`src/rtl/shifter_serializer.sv`:
```
// shifter_serializer: parallel-in, serial-out loader that drives a downstream shifter's D input.
// Build option SHIFTER_SERIALIZER_PARITY_EN appends an even-parity bit after the data bits.
//
// state | meaning
// IDLE  | line held low, waiting for LD (DONE pulses here after a frame)
// SHIFT | presenting data bits, one per C period
// PAR   | presenting the even-parity bit (parity build only)
module shifter_serializer #(
    parameter int WIDTH     = 2,
    parameter int MSB_FIRST = 0
) (
    input  logic             C,
    input  logic             nR,
    input  logic [WIDTH-1:0] P,
    input  logic             LD,
    output logic             SO,
    output logic             BUSY,
    output logic             DONE
);

    localparam int               CNT_W    = $clog2(WIDTH + 1);
    localparam logic [CNT_W-1:0] LAST_BIT = CNT_W'(WIDTH - 1);

`ifdef SHIFTER_SERIALIZER_PARITY_EN
    typedef enum logic [1:0] {
        ST_IDLE  = 2'd0,
        ST_SHIFT = 2'd1,
        ST_PAR   = 2'd2
    } state_t;
`else
    typedef enum logic {
        ST_IDLE  = 1'b0,
        ST_SHIFT = 1'b1
    } state_t;
`endif

    state_t           state_q, state_d;
    logic [WIDTH-1:0] shreg_q, shreg_d;
    logic [CNT_W-1:0] cnt_q, cnt_d;
    logic             so_q, so_d;
    logic             busy_q, busy_d;
    logic             done_q, done_d;
    logic [WIDTH-1:0] shreg_rot;

    // Rotating keeps every loaded bit in the register, so parity can be taken at frame end.
    always_comb begin
        if (MSB_FIRST != 0) begin
            shreg_rot = {shreg_q[WIDTH-2:0], shreg_q[WIDTH-1]};
        end else begin
            shreg_rot = {shreg_q[0], shreg_q[WIDTH-1:1]};
        end
    end

    always_comb begin
        state_d = state_q;
        shreg_d = shreg_q;
        cnt_d   = cnt_q;
        so_d    = so_q;
        busy_d  = busy_q;
        done_d  = 1'b0;
        case (state_q)
            ST_IDLE: begin
                so_d   = 1'b0;
                busy_d = 1'b0;
                cnt_d  = '0;
                if (LD) begin
                    state_d = ST_SHIFT;
                    shreg_d = P;
                    busy_d  = 1'b1;
                    so_d    = (MSB_FIRST != 0) ? P[WIDTH-1] : P[0];
                end
            end
            ST_SHIFT: begin
                if (cnt_q == LAST_BIT) begin
                    cnt_d = '0;
`ifdef SHIFTER_SERIALIZER_PARITY_EN
                    state_d = ST_PAR;
                    so_d    = ^shreg_q;
`else
                    state_d = ST_IDLE;
                    so_d    = 1'b0;
                    busy_d  = 1'b0;
                    done_d  = 1'b1;
`endif
                end else begin
                    cnt_d   = cnt_q + CNT_W'(1);
                    shreg_d = shreg_rot;
                    so_d    = (MSB_FIRST != 0) ? shreg_rot[WIDTH-1] : shreg_rot[0];
                end
            end
`ifdef SHIFTER_SERIALIZER_PARITY_EN
            ST_PAR: begin
                state_d = ST_IDLE;
                so_d    = 1'b0;
                busy_d  = 1'b0;
                done_d  = 1'b1;
            end
`endif
            default: begin
                state_d = ST_IDLE;
                cnt_d   = '0;
                so_d    = 1'b0;
                busy_d  = 1'b0;
            end
        endcase
    end

    always_ff @(posedge C or negedge nR) begin
        if (!nR) begin
            state_q <= ST_IDLE;
            shreg_q <= '0;
            cnt_q   <= '0;
            so_q    <= 1'b0;
            busy_q  <= 1'b0;
            done_q  <= 1'b0;
        end else begin
            state_q <= state_d;
            shreg_q <= shreg_d;
            cnt_q   <= cnt_d;
            so_q    <= so_d;
            busy_q  <= busy_d;
            done_q  <= done_d;
        end
    end

    assign SO   = so_q;
    assign BUSY = busy_q;
    assign DONE = done_q;

endmodule

```
`config.mk`:
```
export PLATFORM = sky130hd
export DESIGN_NAME = shifter_serializer
export DESIGN_NICKNAME = d
export VERILOG_FILES = /design/src/rtl/shifter_serializer.sv
export SDC_FILE = /design/constraint.sdc
export NUM_CORES = 1
export LEC_CHECK = 0
export BUFFER_PORTS_ARGS = -buffer_cell sky130_fd_sc_hd__clkbuf_2
export CORE_AREA = 2 2 39 41
export DETAILED_ROUTE_END_ITERATION = 16
export DIE_AREA = 0 0 41 43
export HOLD_SLACK_MARGIN = 0.15
export PLACE_DENSITY_LB_ADDON = 0.2
export SLEW_MARGIN = 20
export SYNTH_ARGS = -nofsm -noshare
export SYNTH_HDL_FRONTEND = slang
export SYNTH_SLANG_ARGS = --single-unit
export TNS_END_PERCENT = 5
```
`constraint.sdc`:
```
create_clock -name C -period 3.1 [get_ports C]
set_clock_uncertainty 0.05 [all_clocks]
set_input_delay 0.465 -clock C [delete_from_list [all_inputs] [get_ports C]]
set_output_delay 0.465 -clock C [all_outputs]
set_load 0.03 [all_outputs]
```
==> impl_results.md, run 1 <==
* Warnings from Yosys at 0
* Via density per instance at 4.53
* CP top delay family: flip-flops
* Drt drc at 0
* PwrDens at 1070 nW/um^2
* Fmax at roughly 0.75 GHz
* Sequential share of the synthesized area at 0.623
* Antenna Nets Post-Route at 0
* Worst-margin pin slew at 409 ps
* CP max stage delay at 370 ps
* Worst endpoint required time at 2580 ps
* Post-synth top area cell: dfrtp_1
* Die ar. at 1760 um^2
* Die height at between 40 and 50 um
* Total track usage at 0.0995
* PortBufs at 7
* Final Max Slew Viols at 0
* Largest net degree at the start of global routing at 11
* Initial DRC Count at 2
* Initial antenna violation count at 0
* Num CTS Buffers at 3
* N_diodes at 0
* Mean Syn Cell Area at 11.9 um^2
* First drt pass iteration count at 4
* Starting Density at 0.232
* First-pass GRT wire length at 1030 um
* Hold Crit Class: register to register
* Syn Inst Count at 27
* CP arrival at 810 ps
* Finished Core Util at 0.288
* Crit Path Class: register to primary output
* FF-to-FF setup slack at between 1500 and 2000 ps
* Post-synth cell types at 17
* Worst-path clk slew at 50 ps
* CTS H-tree lvls at 1
* Final period util at 0.428
* # Post-CTS Setup Buffers at 0
* Global route overflow at 0
* Leak Pwr at ~0.00019 uW
* Clock Latency Late Sink at roughly 260 ps
* Outcome: finished, final reports clean
* FF+latch count, synth at 8
* Final TNS setup at 0 ps
* Share of post-route cells with drive strength above 1 at 0.297
* Hold slack at 371 ps
* Die width at between 40 and 50 um
* GP Congestion at 0.651
* Top cells by area, synth: dfrtp_1 (62%), buf_6 (3.5%), nand2_1 (3.5%), o21ba_1 (3.1%), a2bb2oi_1 (2.7%)
* I/O pins at 8
* Crit path buf inv count at 1
* CP Max Fanout at 2
* Vias in the first global route at 227
* Hpwl dp at between 400 and 500 um
* Crit path capture type: primary output
* Synth-to-Final Area Change at 23.7%
* Max-cap viol count at 0
* Slowest-stage cell, CP: dfrtp_1
* Rel. slew slack at 0.726
* Core area at 1380 um^2
* Rows at 14
* Yosys top cell area share at 0.623
* Drt wl/cell at ~12 um
* Total power draw at 425 uW
* Min Clock Period, post-route at 1330 ps
* CTS tree: yes
* Maximum VDD drop at 402 uV
* Final Non-Filler Cells at 53
* RSZ-0062 raised after global routing: false
* Critical Path, Cell by Cell: clkbuf_2
* Clock Sinks at 8
* Post-Syn Area at 322 um^2
* Vias at 240
* Clock root buffer: clkbuf_4
* Synthesized netlist net count at 32
* Final hold vios at 0
* Detailed Route WL at 631 um
* DP Cell Count at 49
* Nets at 44
* Setup Viol. Count Final at 0
* CTS Buffer Depth at 2
* Startpoint Class: register
-- state kept, by name, indices dropped and copies added (netlist names) --
register	count
SO	1
DONE	1
cnt_q	2
shreg_q	2
BUSY	1
state_q	1
-- placed cells by master, fill, tap and decap left out, drive strengths merged --
| master | count |
|---|---|
| dfrtp | 8 |
| inv | 1 |
| o2bb2ai | 1 |
| nand2 | 3 |
| and2 | 2 |
| o22ai | 1 |
| nor2b | 1 |
| a21oi | 1 |
| nor2 | 2 |
| o31ai | 1 |
| o211ai | 1 |
| dlygate4sd3 | 1 |
| a2bb2oi | 1 |
| clkbuf | 10 |
| or3b | 1 |
| o21ba | 1 |
| nand3 | 1 |
-- power breakdown --
part,switching (uW),internal (uW),leakage (uW)
clock network,37.2,44.4,0.0000138
logic,95.3,63.8,0.0000807
registers,34.6,150,0.0000988
total,167,258,0.000193
-- worst paths after layout --
check	cells past startpoint	endpoint	startpoint
max	1	BUSY	BUSY
min	1	cnt_q[0]	cnt_q[0]
max reg2reg	3	shreg_q[0]	cnt_q[1]
min reg2reg	1	cnt_q[0]	cnt_q[0]
max in group asynchronous	2	shreg_q[0]	nR
min in group asynchronous	2	DONE	nR
-- routing by layer --
metal  vias to the layer above  part of all wire  track usage
met4                         0             0.043        0.120
met5                         -                 0            0
met2                        10              0.44        0.131
met1                       112              0.45        0.107
li1                        114                 -            -
met3                         4             0.070       0.0314
-- metrics by stage --
step	setup slack, ps	instance area [um^2]
finish	1770	398
global route	1660	398
CTS	1770	398
detailed placement	1780	365
global placement	1790	365
floorplan	1880	322
-- synthesized netlist by cell type --
cell type  n
a21oi_1    1
a2bb2oi_1  1
and2_1     1
and2_2     1
buf_6      1
dfrtp_1    8
inv_1      1
nand2_1    3
nand3_1    1
nor2_1     2
nor2b_1    1
o211ai_1   1
o21ba_1    1
o22ai_1    1
o2bb2ai_1  1
o31ai_1    1
or3b_1     1
-- cell type report --
type / instances / area (um^2)
Tap cell: 16 / 20.0
Sequential cell: 8 / 200
Inverter: 1 / 3.75
Clock buffer: 3 / 22.5
Multi-Input combinational cell: 17 / 106
Timing Repair Buffer: 8 / 45.0
Fill cell: 143 / 986
-- repair_timing --
item	CTS	global route
hold buffers	1	0
hold endpoints to repair	8	0
gates resized for setup	0	0
endpoints found under the setup margin	0	0
-- cell families after synthesis --
| family | synth area share |
|---|---|
| simple gates | 0.163 |
| flops | 0.623 |
| compound gates | 0.167 |
| buf+inv | 0.0467 |
-- worst register-to-register path, cell delays in order, from the launching register on --
cell and delay, ps:
dfrtp_1 380, nor2b_1 350, a2bb2oi_1 250, o211ai_1 120
Power figures use the tool's default switching activity.
==> inputs of run 2 (changes only) <==
==> constraint.sdc (replaced) <==
create_clock -name C -period 1.1 [get_ports C]
set_clock_uncertainty 0.05 [all_clocks]
set_input_delay 0.165 -clock C [delete_from_list [all_inputs] [get_ports C]]
set_output_delay 0.165 -clock C [all_outputs]
set_load 0.03 [all_outputs]
==> impl_results.md, run 2 (synthesis gave the netlist of run 1 again) <==
* Hold Path Depth at 3
* Commonest cells after routing, fill and taps aside: dfrtp_1 (8), clkbuf_2 (7), nand2_1 (3), clkbuf_4 (3), dlygate4sd3_1 (3)
* PortBufs at 7
* First drt pass iteration count at 2
* Total track usage at 0.0912
* Vias in the first global route at between 200 and 300
* Crit Path Class: register to register
* Final Max Slew Viols at 0
* GP Congestion at 0.743
* FF-to-FF setup slack at -40 ps
* Fmax at 0.877 GHz
* Die ar. at roughly 1800 um^2
* CTS Buffer Depth at 2
* Regs by FF count: cnt_q (2), shreg_q (2)
* Max-cap viol count at 0
* DP Cell Count at 52
* I/O pins at 8
* Rows at 14
* CP top delay family: flip-flops
* Share of post-route cells with drive strength above 1 at 0.341
* Rel. slew slack at 0.836
* R2R cell count at 3
* Worst endpoint required time at 1190 ps
* CTS tree: yes
* Final period util at 1.04
* N_diodes at 0
* Clk pwr share at 0.177
* Most common cell after layout, fill and taps aside: dfrtp_1
* Sequential share of power at 0.392
* Worst-margin pin slew at 245 ps
* Outcome: complete, but fails checks
* CP Max Fanout at 3
* Num CTS Buffers at 3
* Hold Path Sink: SO
* Internal cell power at 779 uW
* Die width at 41 um
* Worst-path clk slew at approximately 50 ps
* Leak Pwr at ~0.00021 uW
* Maximum VDD drop at 830 uV
* Hold Crit Class: input pin to register
* Clock root buffer: clkbuf_4
* Final Non-Filler Cells at 57
* Drt drc at 0
* Comb pwr share at 0.431
* Clock Latency Late Sink at 250 ps
* Starting Density at 0.232
* Die height at roughly 43 um
* Detailed Route WL at 562 um
* Global route overflow at 0
* Min Clock Period, post-route at 1140 ps
* CP max stage delay at 390 ps
* # Post-CTS Setup Buffers at 0
* Worst setup margin at -40.6 ps
* Setup Viol. Count Final at 1
* Clock Sinks at 8
* Via density per instance at 4.37
* Nets at 48
* RSZ-0062 raised after global routing: true
* Crit path buf inv count at 0
* Synth-to-Final Area Change at 35.4%
* Slowest-stage cell, CP: dfrtp_1
* Vias at approximately 250
* First-pass GRT wire length at 1030 um
* Initial antenna violation count at 0
* PwrDens at 2830 nW/um^2
* Core area at 1380 um^2
* Reg2reg start: state_q
* Initial DRC Count at 1
* CP arrival at 1230 ps
* Violated checks: setup timing
* R2R Path End: shreg_q[1]
* Hpwl dp at about 460 um
* Sw Ratio at 0.368
* Critical Path, Cell by Cell: or3b_1, o31ai_1, o21ba_1
* CTS H-tree lvls at 1
* Crit path capture type: register
* Place WS at -45.9 ps
* Startpoint Class: register
* Antenna Nets Post-Route at 0
* Drt wl/cell at roughly 10 um
* Hold Startpoint: LD
* Final hold vios at 0
* Largest net degree at the start of global routing at 9
* Psw at 454 uW
## run 2: cell types whose count changed in the layout (fill, tap and decap cells not counted), sizes merged
| cell | previous run | this run |
|---|---|---|
| dlygate4sd3 | 1 | 3 |
| buf | 0 | 2 |
## run 2: layer usage
layer,vias to the layer above,global-route usage,part of all wire
met1,118,0.109,0.42
li1,123,-,-
met2,8,0.122,0.49
met3,0,0.0157,0.082
met4,0,0.100,0
met5,-,0,0
## run 2: worst max path at each step
stage                            end  cells past startpoint      from  slack [ps]
final                     shreg_q[1]                      3   state_q         -40
after global routing      shreg_q[1]                      3   state_q         -90
after CTS                 shreg_q[1]                      3   state_q         -50
after detailed placement  shreg_q[1]                      4  cnt_q[0]         -50
after global placement    shreg_q[1]                      4  cnt_q[0]         -30
after floorplan           shreg_q[1]                      4   state_q         -90
## run 2: repair_timing
item                                   CTS  global route
pin swaps                                1             1
gates resized for setup                  1             0
hold buffers                             3             0
endpoints found under the hold margin   11             0
setup endpoints to repair                1             2
## run 2: area by class of cell
type	instances	area, um^2
multi-input cells	17	109
clock buffers	3	22.5
flip-flops and latches	8	200
inverters	1	3.75
well taps	16	20.0
fillers	150	948
repair buffers	12	80.1
## run 2: per-stage QoR
stage | setup TNS (ps) | hold WS [ps] | total power, uW | utilization | instance area [um^2]
floorplan | -94.8 | -181 | 879 | - | 322
global placement | -31.0 | -30.8 | 1020 | 0.280 | 388
detailed placement | -45.9 | -27.0 | 1040 | 0.280 | 388
CTS | -60.2 | 166 | 1260 | 0.315 | 435
global route | -157 | 196 | 1340 | 0.315 | 435
finish | -40.6 | 182 | 1230 | 0.315 | 435
## run 2: power groups by stage
stage / Sequential [uW] / Combinational [uW] / Clock (uW)
4_1_cts: 484 / 541 / 239
2_1_floorplan: 583 / 296 / 0
3_5_place_dp: 490 / 551 / 0
5_1_grt: 500 / 579 / 260
6_report: 484 / 532 / 218
3_3_place_gp: 485 / 539 / 0
## run 2: worst register-to-register path: stages (launching register included)
cell,delay (ps)
dfrtp_1,390
or3b_1,360
o31ai_1,70
o21ba_1,170
==> inputs of run 3 (changes only) <==
--- a/config.mk
+++ b/config.mk
@@ -10,6 +10,7 @@
 export DETAILED_ROUTE_END_ITERATION = 16
 export DIE_AREA = 0 0 41 43
 export HOLD_SLACK_MARGIN = 0.15
+export MAX_ROUTING_LAYER = met4
 export PLACE_DENSITY_LB_ADDON = 0.2
 export SLEW_MARGIN = 20
 export SYNTH_ARGS = -nofsm -noshare
==> constraint.sdc (replaced) <==
create_clock -name C -period 1.1 [get_ports C]
set_clock_uncertainty 0.05 [all_clocks]
set_input_delay 0.22 -clock C [delete_from_list [all_inputs] [get_ports C]]
set_output_delay 0.22 -clock C [all_outputs]
set_load 0.03 [all_outputs]
==> impl_results.md, run 3 (synthesis gave the netlist of run 1 again) <==
* Violated checks: setup timing
* Setup Viol. Count Final at 1
* Core area at approximately 1400 um^2
* Vias in the first global route at 264
* Antenna Nets Post-Route at 0
* Hold Crit Class: input pin to register
* Initial antenna violation count at 0
* Commonest cells after routing, fill and taps aside: dfrtp_1 (8), clkbuf_2 (6), nand2_1 (3), clkbuf_4 (3), buf_4 (3)
* Worst endpoint required time at between 1000 and 1500 ps
* Worst setup margin at -42.1 ps
* Cell Area, Placed at 395 um^2
* Die width at 41 um
* DP Cell Count at 53
* N_diodes at 0
* Final hold vios at 0
* RSZ-0062 raised after global routing: true
* Largest net degree at the start of global routing at 9
* Via density per instance at 4.77
* Fmax at ~0.9 GHz
* Reg2reg start: state_q
* Crit Path Class: register to register
* Rows at 14
* Die ar. at 1760 um^2
* Maximum VDD drop at 1070 uV
* PortBufs at 7
* CTS H-tree lvls at 1
* Max-cap viol count at 0
* Detailed Route WL at roughly 640 um
* Clock root buffer: clkbuf_4
* R2R Path End: shreg_q[1]
* Leak Pwr at ~0.00021 uW
* Hold Path Sink: SO
* Worst-path clk slew at roughly 50 ps
* Final Non-Filler Cells at 56
* Min Clock Period, post-route at 1140 ps
* Hold Startpoint: P[0]
* First drt pass iteration count at 4
* PwrDens at 2980 nW/um^2
* Startpoint Class: register
* First-pass GRT wire length at around 1100 um
* Regs by FF count: cnt_q (2), shreg_q (2)
* Initial DRC Count at 9
* Clock Sinks at 8
* Nets at 47
* Starting Density at 0.232
* CP Max Fanout at 3
* Share of post-route cells with drive strength above 1 at 0.375
* Synth-to-Final Area Change at 35.0%
* Outcome: complete, but fails checks
* Total track usage at 0.101
* Hpwl dp at 459 um
* I/O pins at 8
* CTS tree: yes
* Place WS at -43.3 ps
* Drt wl/cell at 11.4 um
* Crit path capture type: register
* Die height at 43 um
* FF-to-FF setup slack at -40 ps
* Worst-margin pin slew at approximately 210 ps
* Vias at 267
* CTS Buffer Depth at 2
* Num CTS Buffers at 3
* R2R cell count at 3
* Final period util at 1.04
* Global route overflow at 0
* Hold Path Depth at 3
* Drt drc at 0
* Final Max Slew Viols at 0
* Clock Latency Late Sink at 250 ps
* Final TNS setup at -42.1 ps
* Hold slack at 209 ps
* GP Congestion at 0.808
* CP arrival at 1240 ps
* Most common cell after layout, fill and taps aside: dfrtp_1
* Design Area, Final at 434 um^2
* Rel. slew slack at 0.862
[run 3: cell count changes in the layout (fill, tap and decap cells not counted), sizes merged]
cell / previous run / this run
buf: 2 / 4
dlygate4sd3: 3 / 1
clkbuf: 10 / 9
[run 3: final cells by class]
class,count,area (um^2)
Clock buffer,3,22.5
Fill cell,145,950
Inverter,1,3.75
Multi-Input combinational cell,17,114
Sequential cell,8,200
Tap cell,16,20.0
Timing Repair Buffer,11,73.8
[run 3: critical path: stages, from the launching register on]
cell,delay [ps]
dfrtp_1,390
or3b_1,350
o31ai_1,70
o21ba_1,170
[run 3: layer usage]
| metal | vias to the layer above | GRT usage | wire [um] |
|---|---|---|---|
| li1 | 120 | - | - |
| met1 | 128 | 0.123 | 269 |
| met2 | 17 | 0.131 | 297 |
| met3 | 2 | 0.0314 | 62 |
| met4 | 0 | 0.0800 | 8 |
| met5 | - | - | 0 |
[run 3: worst max path at each step]
| stage | startpoint | depth (start not counted) | slack (ps) | end |
|---|---|---|---|---|
| 6_report | state_q | 3 | -40 | shreg_q[1] |
| 5_1_grt | state_q | 3 | -90 | shreg_q[1] |
| 4_1_cts | state_q | 3 | -40 | shreg_q[1] |
| 3_5_place_dp | cnt_q[0] | 4 | -40 | shreg_q[1] |
| 3_3_place_gp | cnt_q[0] | 4 | -20 | shreg_q[1] |
| 2_1_floorplan | state_q | 4 | -90 | shreg_q[1] |
[run 3: what timing repair did]
action                                  4_1_cts  5_1_grt
hold endpoints to repair                      8        0
endpoints found under the setup margin        2        3
hold buffers                                  1        0
pin swaps                                     1        0
gates resized for setup                       2        3
buffers inserted                              0        0
[run 3: where the power goes]
| part | switching (uW) | internal, uW | leakage (uW) |
|---|---|---|---|
| combinational | 305 | 264 | 0.000101 |
| clock | 102 | 125 | 0.0000138 |
| sequential | 73.9 | 423 | 0.0000988 |
| total | 481 | 812 | 0.000214 |
[run 3: per-stage QoR]
stage                     total power (uW)  utilization
after floorplan                        879            -
after global placement                1040        0.286
after detailed placement              1050        0.286
after CTS                             1270        0.307
after global routing                  1380        0.314
final                                 1290        0.314
